File: config.mk
export PLATFORM = sky130hd
export DESIGN_NAME = router_sync_np_flat
export DESIGN_NICKNAME = d
export VERILOG_FILES = /design/src/rtl/router_sync_np_if.sv /design/src/rtl/router_sync_np.sv /design/src/flat_wrapper.sv
export SDC_FILE = /design/constraint.sdc
export NUM_CORES = 1
export LEC_CHECK = 0
export ABC_AREA = 0
export CAP_MARGIN = 40
export CORE_ASPECT_RATIO = 1.2
export CORE_MARGIN = 10
export CORE_UTILIZATION = 25
export DETAILED_ROUTE_END_ITERATION = 16
export PLACE_DENSITY = 0.51
export SYNTH_ARGS = -nofsm -noshare
export SYNTH_HDL_FRONTEND = slang
export SYNTH_SLANG_ARGS = --single-unit
File: constraint.sdc
create_clock -name clk -period 1.74 [get_ports clk]
set_input_delay 0.261 -clock clk [delete_from_list [all_inputs] [get_ports clk]]
set_output_delay 0.261 -clock clk [all_outputs]
set_load 0.01 [all_outputs]
File: src/rtl/router_sync_np_if.sv
// Bundle of header-decode, FIFO status and watchdog signals for router_sync_np.
// Latency: none; this is a plain signal bundle with no logic inside.
// Backpressure: none; the addressed FIFO's full flag is returned on fifo_full.
//
// Ports (signals):
//   master drives detect_add, write_enb_reg, d_in, read, empty, full, clr_status
//   slave  drives write_enb, valid_out, fifo_full, soft_reset, addr_err, timeout_sticky
interface router_sync_np_if #(
   parameter int N_PORTS = 3,
   parameter int ADDR_W  = 2
);
   logic                detect_add;
   logic                write_enb_reg;
   logic [ADDR_W-1:0]   d_in;
   logic [N_PORTS-1:0]  read;
   logic [N_PORTS-1:0]  empty;
   logic [N_PORTS-1:0]  full;
   logic                clr_status;

   logic [N_PORTS-1:0]  write_enb;
   logic [N_PORTS-1:0]  valid_out;
   logic                fifo_full;
   logic [N_PORTS-1:0]  soft_reset;
   logic                addr_err;
   logic [N_PORTS-1:0]  timeout_sticky;

   modport master (
      output detect_add, write_enb_reg, d_in, read, empty, full, clr_status,
      input  write_enb, valid_out, fifo_full, soft_reset, addr_err, timeout_sticky
   );

   modport slave (
      input  detect_add, write_enb_reg, d_in, read, empty, full, clr_status,
      output write_enb, valid_out, fifo_full, soft_reset, addr_err, timeout_sticky
   );
endinterface

File: src/rtl/router_sync_np.sv
// N-port router synchroniser: latches destination, decodes FIFO write enables, read-timeout watchdog.
// Latency: address/addr_err one cycle after detect_add; write_enb/valid_out/fifo_full combinational; soft_reset registered.
// Backpressure: none internally; the addressed FIFO's full flag is muxed back on fifo_full for the writer FSM.
//
// Ports:
//   clk  - rising-edge clock
//   rst  - asynchronous active-low reset
//   bus  - router_sync_np_if.slave: header/write request, per-port read/empty/full, clr_status in;
//          write_enb, valid_out, fifo_full, soft_reset, addr_err, timeout_sticky out
module router_sync_np #(
   parameter int N_PORTS = 3,
   parameter int ADDR_W  = 2,
   parameter int TIMEOUT = 30,
   parameter int CNT_W   = 5
) (
   input  logic               clk,
   input  logic               rst,
   router_sync_np_if.slave    bus
);

   // Last count value before the watchdog fires.
   localparam logic [CNT_W-1:0] CNT_TOP = CNT_W'(TIMEOUT - 1);
   // Port count in address width + 1 so every d_in value compares cleanly.
   localparam logic [ADDR_W:0]  N_PORTS_A = (ADDR_W + 1)'(N_PORTS);

   logic [ADDR_W-1:0]             addr_q, addr_d;
   logic                          addr_err_q, addr_err_d;
   logic [N_PORTS-1:0][CNT_W-1:0] cnt_q, cnt_d;
   logic [N_PORTS-1:0]            soft_reset_q, soft_reset_d;
   logic [N_PORTS-1:0]            timeout_sticky_q, timeout_sticky_d;

   logic [N_PORTS-1:0]            valid;
   logic [N_PORTS-1:0]            write_enb;
   logic                          fifo_full;

   assign valid = ~bus.empty;

   // Address latch: the range check is taken from d_in itself so the error
   // flag is aligned with the address it describes.
   always_comb begin
      addr_d     = addr_q;
      addr_err_d = addr_err_q;
      if (bus.detect_add) begin
         addr_d     = bus.d_in;
         addr_err_d = ({1'b0, bus.d_in} >= N_PORTS_A);
      end
   end

   // Per-port watchdog. The counter returns to zero on the firing edge, so a
   // persistently unread port fires again every TIMEOUT cycles.
   always_comb begin
      cnt_d        = cnt_q;
      soft_reset_d = '0;
      for (int i = 0; i < N_PORTS; i++) begin
         if (!valid[i] || bus.read[i]) begin
            cnt_d[i]        = '0;
            soft_reset_d[i] = 1'b0;
         end else if (cnt_q[i] == CNT_TOP) begin
            cnt_d[i]        = '0;
            soft_reset_d[i] = 1'b1;
         end else begin
            cnt_d[i]        = cnt_q[i] + CNT_W'(1);
            soft_reset_d[i] = 1'b0;
         end
      end
   end

   // A watchdog firing on the same edge as a clear keeps its bit set.
   always_comb begin
      timeout_sticky_d = (bus.clr_status ? '0 : timeout_sticky_q) | soft_reset_d;
   end

   always_ff @(posedge clk or negedge rst) begin
      if (!rst) begin
         addr_q           <= '0;
         addr_err_q       <= 1'b0;
         cnt_q            <= '0;
         soft_reset_q     <= '0;
         timeout_sticky_q <= '0;
      end else begin
         addr_q           <= addr_d;
         addr_err_q       <= addr_err_d;
         cnt_q            <= cnt_d;
         soft_reset_q     <= soft_reset_d;
         timeout_sticky_q <= timeout_sticky_d;
      end
   end

   // Decode by comparison rather than indexing so an out-of-range address
   // never selects a nonexistent port; addr_err forces everything off.
   always_comb begin
      write_enb = '0;
      fifo_full = 1'b0;
      for (int i = 0; i < N_PORTS; i++) begin
         if (!addr_err_q && (addr_q == ADDR_W'(i))) begin
            write_enb[i] = bus.write_enb_reg;
            fifo_full    = bus.full[i];
         end
      end
   end

   assign bus.write_enb      = write_enb;
   assign bus.valid_out      = valid;
   assign bus.fifo_full      = fifo_full;
   assign bus.soft_reset     = soft_reset_q;
   assign bus.addr_err       = addr_err_q;
   assign bus.timeout_sticky = timeout_sticky_q;

endmodule

File: src/flat_wrapper.sv
// flat-port wrapper written by rule: the top's interface ports become plain ports
module router_sync_np_flat 
#(
   parameter int N_PORTS = 3,
   parameter int ADDR_W  = 2,
   parameter int TIMEOUT = 30,
   parameter int CNT_W   = 5
)
  (clk, rst, bus_detect_add, bus_write_enb_reg, bus_d_in, bus_read, bus_empty, bus_full, bus_clr_status, bus_write_enb, bus_valid_out, bus_fifo_full, bus_soft_reset, bus_addr_err, bus_timeout_sticky);
  router_sync_np_if #(.N_PORTS(N_PORTS), .ADDR_W(ADDR_W)) bus_i ();
  input  logic clk;
  input  logic rst;
  input wire logic [$bits(bus_i.detect_add)-1:0] bus_detect_add;
  input wire logic [$bits(bus_i.write_enb_reg)-1:0] bus_write_enb_reg;
  input wire logic [$bits(bus_i.d_in)-1:0] bus_d_in;
  input wire logic [$bits(bus_i.read)-1:0] bus_read;
  input wire logic [$bits(bus_i.empty)-1:0] bus_empty;
  input wire logic [$bits(bus_i.full)-1:0] bus_full;
  input wire logic [$bits(bus_i.clr_status)-1:0] bus_clr_status;
  output wire logic [$bits(bus_i.write_enb)-1:0] bus_write_enb;
  output wire logic [$bits(bus_i.valid_out)-1:0] bus_valid_out;
  output wire logic [$bits(bus_i.fifo_full)-1:0] bus_fifo_full;
  output wire logic [$bits(bus_i.soft_reset)-1:0] bus_soft_reset;
  output wire logic [$bits(bus_i.addr_err)-1:0] bus_addr_err;
  output wire logic [$bits(bus_i.timeout_sticky)-1:0] bus_timeout_sticky;
  assign bus_i.detect_add = bus_detect_add;
  assign bus_i.write_enb_reg = bus_write_enb_reg;
  assign bus_i.d_in = bus_d_in;
  assign bus_i.read = bus_read;
  assign bus_i.empty = bus_empty;
  assign bus_i.full = bus_full;
  assign bus_i.clr_status = bus_clr_status;
  assign bus_write_enb = bus_i.write_enb;
  assign bus_valid_out = bus_i.valid_out;
  assign bus_fifo_full = bus_i.fifo_full;
  assign bus_soft_reset = bus_i.soft_reset;
  assign bus_addr_err = bus_i.addr_err;
  assign bus_timeout_sticky = bus_i.timeout_sticky;
  router_sync_np #(.N_PORTS(N_PORTS), .ADDR_W(ADDR_W), .TIMEOUT(TIMEOUT), .CNT_W(CNT_W)) u_core (.clk(clk), .rst(rst), .bus(bus_i));
endmodule
Yosys cells after proc, flatten, opt, wreduce, memory -nomap -nowiden
Index checks and enable logic that the tools add are counted.

word-level totals
  register bits after elaboration = 24
  input port bits = 16
  output and inout port bits = 14
  word-level logic and storage cells = 48

cells by class
  add/sub/neg operators = 3
  $lt $le $gt $ge = 1
  equal/unequal tests = 5
  multiplexer cells = 19
  bitwise logic cells = 2
  reduce and logical (&&, ||, !) cells = 11

operators with widths
  kind                                                  count
  2-to-1 mux 5 bit                                      6
  adder 5 x 1 -> 5 bit (second input constant)          3
  equality test 5 bit (second input constant)           3
  2-to-1 mux 1 bit                                      12
  logical NOT 1 bit                                     4
  logical AND 1 bit                                     3
  logical OR 1 bit                                      3
  2-to-1 mux 3 bit                                      1
  inverter 3 bit                                        1
  OR 3 bit                                              1
  equality test 2 x 1 -> 1 bit (second input constant)  1
  equality test 2 bit (second input constant)           1
  >= comparator 2 bit (second input constant)           1
  logical NOT 2 bit                                     1

Longest topological paths before layout
Gate-level depths: netlist of run 1.

  depth after elaboration = 5
  gate-level depth with buffers = 5
  mapped depth without buffers = 5

Least setup slack after synthesis of run 1
Ideal clock, no wire load.

  path type = register to output
  start point = register u_core.addr_q[1]
  end point = output bus_write_enb[0]
  data arrival time = 896 ps
  data required time = 1479 ps
  slack = 583 ps
  stages on the path, launching flop included = 2
  buffers on the path = 0
  path through = dfrtp_1 -> nor4b_1

on the way
  word-level cells in the longest chain between the ends = 3

RTL lines
  element                 line                  source
  start, declared         router_sync_np.sv:26  logic [ADDR_W-1:0] addr_q, addr_d;
  start signal, assigned  router_sync_np.sv:81  addr_q <= addr_d;
  logical NOT 2 bit       router_sync_np.sv:95  if (!addr_err_q && (addr_q == ADDR_W'(i))) begin
  logical AND 1 bit       router_sync_np.sv:95
  2-to-1 mux 1 bit        router_sync_np.sv:95
  end, declared           flat_wrapper.sv:20    output wire logic [$bits(bus_i.write_enb)-1:0] bus_write_enb;

No other way between the ends.

Final worst setup path of run 1
  start point = register u_core.addr_err_q, in the netlist u_core.bus.addr_err
  end point = output bus_write_enb[1]

on the way
  word-level cells in the longest chain between the ends = 3

RTL lines
  element                 line                  source
  start, declared         router_sync_np.sv:27  logic addr_err_q, addr_err_d;
  start signal, assigned  router_sync_np.sv:82  addr_err_q <= addr_err_d;
  logical NOT 1 bit       router_sync_np.sv:95
  logical AND 1 bit       router_sync_np.sv:95
  2-to-1 mux 1 bit        router_sync_np.sv:95

No other way between the ends.

==> results of run 1 <==
## worst max-delay path, delay by kind of cell (launching register included)
kind          cells  cell delay (ns)
buf+inv           2             0.46
flops             1             0.38
simple gates      1             0.27
## stage by stage
step | power [mW] | setup slack [ns] | hold WS (ns) | cell area [sq um]
floorplan | 0.6369 | 0.5831 | -0.03459 | 1057
global placement | 0.7229 | -0.09329 | 0.4675 | 1423
detailed placement | 0.7262 | -0.1606 | 0.4661 | 1423
CTS | 1.050 | 0.09390 | 0.3594 | 1468
global route | 1.090 | -0.003756 | 0.3626 | 1474
finish | 1.031 | 0.09995 | 0.3496 | 1474
## cell type report
| class | instances | area share |
|---|---|---|
| multi-input combinational | 62 | 0.2937 |
| clock buffer | 3 | 0.02801 |
| inverter | 8 | 0.02037 |
| sequential | 24 | 0.4083 |
| timing repair buffer | 31 | 0.2037 |
| tap | 54 | 0.04584 |
## flip-flops by register name, summed over array words and instances, names as in the netlist
signal,flops
u_core.bus.addr_err,1
u_core.addr_q,2
u_core.cnt_q,15
u_core.bus.timeout_sticky,3
u_core.bus.soft_reset,3
## cells in the final DEF (no fill, tap or decap), drive strengths merged, types with 2 or more instances in the layout
cell type and instances:
dlygate4sd2 4, nor3 3, nand4 3, ha 6, dfrtp 24, a21o 3, clkbuf 3, clkdlybuf4s50 25
xnor2 3, nand2 3, inv 8, xor2 6, nor2 19, nand3 7, mux2 2, buf 2
## cells by family after synthesis
| kind of cell | synth area share |
|---|---|
| AOI/OAI and AO/OA | 0.03313 |
| xor gates and xnor gates | 0.07456 |
| adders and majority gates | 0.07100 |
| buffers and inverters | 0.02840 |
| DFF | 0.5681 |
| muxes | 0.03077 |
| and+or+nand+nor | 0.1941 |
## metal layers
layer / vias up / track usage
met1: 379 / 0.08190
met2: 27 / 0.09605
met4: 0 / 0.03743
met5: - / 0
li1: 381 / -
met3: 4 / 0.02959
## worst min-delay path by stage
stage | endpoint | from | slack, ns
5_1_grt | u_core.bus.soft_reset[1] | rst | 0.36
4_1_cts | u_core.bus.timeout_sticky[1] | rst | 0.36
3_3_place_gp | u_core.bus.timeout_sticky[0] | u_core.bus.timeout_sticky[0] | 0.47
6_report | u_core.bus.soft_reset[1] | rst | 0.35
3_5_place_dp | u_core.bus.timeout_sticky[1] | u_core.bus.timeout_sticky[1] | 0.47
2_1_floorplan | u_core.addr_q[0] | rst | -0.03
## power groups by stage
stage / Combinational, mW / Clock (mW) / Sequential [mW]
5_1_grt: 0.142 / 0.360 / 0.588
3_3_place_gp: 0.126 / 0 / 0.597
4_1_cts: 0.128 / 0.337 / 0.585
3_5_place_dp: 0.128 / 0 / 0.598
2_1_floorplan: 0.0423 / 0 / 0.595
6_report: 0.127 / 0.319 / 0.586
## repair_timing
item / in CTS / in global routing
resized for setup: 5 / 1
cloned: 0 / 0
buffers inserted: 1 / 0
endpoints found under the setup margin: 4 / 1
==> results.py, run 1 <==
metrics = {
    "power_and_ir_drop": {
        "combPwrFrac": 0.123,
        "pwr-share-clk": 0.309,
        "p_leak_nw": 0.6892,
        "sw_frac_of_total": 0.2271,
        "powerDensity_nw_per_um2": 699.7,
        "power.internal_mw": 0.7971,
        "p_switching_mw": 0.2342,
        "seqPwrFrac": 0.568,
        "ir_drop_v": 0.0002501,
    },
    "worst_setup_path": {
        "crit_fanout": 5,
        "worstReg2RegEnd": "u_core.bus.timeout_sticky[2]",
        "path_cells": "buf_4 > nor4bb_2 > dlygate4sd2_1",
        "cp.arrival_ns": 1.38,
        "end_kind": "output port",
        "slowest_delay_ns": 0.38,
        "cp-start-kind": "flip-flop",
        "reg2reg_depth": 5,
        "path_class": "flip-flop to output port",
        "r2r_start": "u_core.cnt_q[11]",
        "crit_start": "u_core.bus.addr_err",
        "r2r_slack_ns": 0.62,
        "endpoint": "bus_write_enb[1]",
        "worstPathRequired_ns": 1.48,
        "crit_slowest_cell": "dfrtp_1",
    },
    "final_layout": {
        "multi_input_area_sq_um": 432.9,
        "nets": 152,
        "fillers": 421,
        "drive_gt1_frac": 0.1016,
        "num_antenna_cells": 0,
        "syn_to_final_growth_pct": 39.41,
        "final_cells": 182,
        "final_core_util": 0.3681,
        "ff_latch_area_sq_um": 601.8,
    },
    "drt": {
        "ant_nets": 0,
        "route.met2.wl_microns": 984,
        "met1Wirelength_microns": 1097,
        "wire_per_inst_microns": 12.68,
        "top_layer_used": "met4",
        "drt_pre_antenna_iters": 3,
        "met3_length_microns": 187,
        "drc": 0,
        "drtIter0Drc": 11,
        "vias": 791,
        "vias_per_cell": 4.346,
        "drt-total-wl_microns": 2307,
    },
    "place": {
        "dp.cells": 178,
        "hpwl_microns": 1728,
        "port_buffers": 29,
        "place_congestion": 0.6860,
    },
    "yosys": {
        "synth.most_common_cell": "dfrtp_1",
        "synth_edf_count": 0,
        "yosysSeqAreaShare": 0.5680,
        "syn_avg_cell_area_sq_um": 11.25,
        "netlist_area_sq_um": 1057,
        "netlist.area_leader.share": 0.5680,
        "synth.ff_latch_count": 24,
        "syn_inst": 94,
        "synth_area_leader_cell": "dfrtp_1",
        "synth.area.top_cells": "dfrtp_1 57%, ha_1 7.1%, nor2_1 6.7%",
        "synth_common_cells": "24 x dfrtp_1, 19 x nor2_1, 8 x inv_1",
        "synthFlopType": "dfrtp_1",
        "ys_types": 19,
        "synth_fp_nets": 116,
        "yosysWarnings": 0,
        "synthArstFlopShare": 1.000,
    },
    "clock_network": {
        "clkSinkCount": 24,
        "cts_hold_buf": 0,
        "cts_tree": "yes",
        "clk_path_buf_depth": 2,
        "ctsHtreeMaxLevel": 1,
        "clk_latency_ns": 0.26,
        "clockRootBuffer": "clkbuf_8",
        "clk_pin_slew_ns": 0.08,
        "cts_made_buffers": 3,
    },
    "floorplanning": {
        "dieWidth_microns": 79.37,
        "num_rows": 25,
        "pin_count": 30,
        "core_area_sq_um": 4004,
        "dieHeight_microns": 91.24,
        "start_util": 0.2641,
        "die-area_sq_um": 7241,
    },
    "sta": {
        "slew_headroom": 0.7942,
        "setup_violations": 0,
        "finClkSkew_ns": 0.001665,
        "period_share": 0.9426,
        "worstMarginPinSlew_ns": 0.3087,
        "setup_tns_ns": 0,
        "fmax_ghz": 0.6097,
        "post-route-min-period_ns": 1.640,
        "finalMaxSlewViolations": 0,
        "hold_viol": 0,
    },
    "grt": {
        "grtUsageTotal": 0.06732,
        "grt_pass1_wl_microns": 3933,
        "grt_pass1_vias": 845,
        "grt_antenna_before_repair": 0,
        "overflow": 0,
        "grt_max_degree": 25,
    },
    "job": {
        "maxCapViolations": 0,
    },
    "hold_path": {
        "hp-class": "input port to async pin",
    },
    "outcome": {
        "status": "completed",
    },
}
Power figures use the tool's default switching activity.
==> run 2: changes to the inputs <==
Settings changed: MAX_ROUTING_LAYER set to met4.
==> run 2 against run 1 <==
  * Clock power is essentially flat
  * Global-route usage grew 0.19 points
  * Sequential cell count is the same
  * Maximum frequency is essentially flat
  * Critical endpoint unchanged
==> results.py, run 2 (synthesis gave the netlist of run 1 again) <==
metrics = {
    "final_layout": {
        "nets": 152,
        "final_common_cell": "clkdlybuf4s50_1",
        "final_cell_mix": "25 x clkdlybuf4s50_1, 23 x dfrtp_1, 19 x nor2_1",
        "largest_reg_flops": 15,
        "num_antenna_cells": 0,
        "top_register": "u_core.cnt_q",
        "drive_gt1_frac": 0.1016,
        "fin_area_sq_um": 1474,
        "syn_to_final_growth_pct": 39.41,
    },
    "place": {
        "port_buffers": 29,
        "place_congestion": 0.6931,
        "pre_cts_ws_ns": -0.1606,
        "place_area_sq_um": 1423,
        "hpwl_microns": 1728,
    },
    "clock_network": {
        "clk_latency_ns": 0.26,
        "cts_made_buffers": 3,
        "cts_hold_buf": 0,
        "ctsHtreeMaxLevel": 1,
        "clk_path_buf_depth": 2,
        "clkSinkCount": 24,
        "clk_pin_slew_ns": 0.08,
        "clockRootBuffer": "clkbuf_8",
        "cts_tree": "yes",
    },
    "drt": {
        "vias": 791,
        "drt-total-wl_microns": 2307,
        "wire_per_inst_microns": 12.68,
        "drt_pre_antenna_iters": 3,
        "ant_nets": 0,
        "vias_per_cell": 4.346,
        "drc": 0,
        "drtIter0Drc": 11,
    },
    "job": {
        "maxCapViolations": 0,
    },
    "outcome": {
        "status": "completed",
    },
    "worst_setup_path": {
        "path_cells": "buf_4 > nor4bb_2 > dlygate4sd2_1",
        "cp.arrival_ns": 1.38,
        "crit_slowest_cell": "dfrtp_1",
        "r2r_slack_ns": 0.62,
        "slowest_delay_ns": 0.38,
        "worstPathRequired_ns": 1.48,
        "cp-start-kind": "flip-flop",
        "reg2reg_depth": 5,
        "crit_fanout": 5,
        "worstReg2RegEnd": "u_core.bus.timeout_sticky[2]",
        "path_class": "flip-flop to output port",
        "end_kind": "output port",
        "r2r_start": "u_core.cnt_q[11]",
    },
    "grt": {
        "grt_antenna_before_repair": 0,
        "overflow": 0,
        "grtUsageTotal": 0.06924,
        "grt_pass1_wl_microns": 3933,
        "grt_pass1_vias": 845,
        "grt_max_degree": 25,
    },
    "sta": {
        "finClkSkew_ns": 0.001662,
        "worstMarginPinSlew_ns": 0.3087,
        "slew_headroom": 0.7942,
        "post-route-min-period_ns": 1.640,
        "hold_viol": 0,
        "period_share": 0.9426,
        "setup_violations": 0,
        "fin_ws_ns": 0.09996,
        "finalMaxSlewViolations": 0,
        "holdWs_ns": 0.3496,
        "fmax_ghz": 0.6097,
    },
    "floorplanning": {
        "dieWidth_microns": 79.37,
        "dieHeight_microns": 91.24,
        "pin_count": 30,
        "die-area_sq_um": 7241,
        "start_util": 0.2641,
        "core_area_sq_um": 4004,
        "num_rows": 25,
    },
    "power_and_ir_drop": {
        "powerDensity_nw_per_um2": 699.7,
        "p_leak_nw": 0.6892,
        "ir_drop_v": 0.0002501,
    },
    "hold_path": {
        "hp-class": "input port to async pin",
    },
}
[run 2: worst max-delay path, delay by kind of cell, from the launching register on]
kind	cells	cell delay, ns
DFF	1	0.38
buffers and inverters	2	0.46
and+or+nand+nor	1	0.27
[run 2: final cells by class]
| cell class | count | area (sq um) |
|---|---|---|
| Tap cell | 54 | 67.56 |
| Timing Repair Buffer | 31 | 300.3 |
| Multi-Input combinational cell | 62 | 432.9 |
| Clock buffer | 3 | 41.29 |
| Sequential cell | 24 | 601.8 |
| Inverter | 8 | 30.03 |
| Fill cell | 421 | 2530 |
[run 2: power breakdown]
group | internal, mW | switching, mW
clock | 0.155 | 0.164
combinational | 0.0721 | 0.0546
sequential | 0.571 | 0.0152
total | 0.797 | 0.234
[run 2: worst max path at each step]
stage / startpoint / to / slack [ns] / cells after the start
after CTS: u_core.bus.addr_err / bus_write_enb[1] / 0.09 / 3
final: u_core.bus.addr_err / bus_write_enb[1] / 0.1 / 3
after global routing: u_core.bus.addr_err / bus_write_enb[1] / -0.004 / 3
after global placement: bus_write_enb_reg / bus_write_enb[1] / -0.09 / 3
after floorplan: u_core.addr_q[1] / bus_write_enb[0] / 0.58 / 1
after detailed placement: bus_write_enb_reg / bus_write_enb[1] / -0.16 / 3
[run 2: routing by layer]
| layer | vias to the layer above | track usage | wire length (microns) |
|---|---|---|---|
| met5 | - | - | 0 |
| met4 | 0 | 0.03743 | 38 |
| met3 | 4 | 0.02564 | 155 |
| met2 | 27 | 0.09605 | 984 |
| met1 | 379 | 0.08419 | 1128 |
| li1 | 381 | - | - |
[run 2: through the flow]
step / util / instances / total power [mW] / setup TNS, ns
after floorplan: - / 94 / 0.6369 / 0
after global placement: 0.3553 / 178 / 0.7229 / -0.2732
after detailed placement: 0.3553 / 178 / 0.7262 / -0.3744
after CTS: 0.3666 / 182 / 1.050 / 0
after global routing: 0.3681 / 182 / 1.090 / -0.003760
final: 0.3681 / 182 / 1.031 / 0
[run 2: repair_timing]
item / in CTS / in global routing
setup endpoints to repair: 4 / 1
gates resized for setup: 5 / 1
buffers inserted: 1 / 0
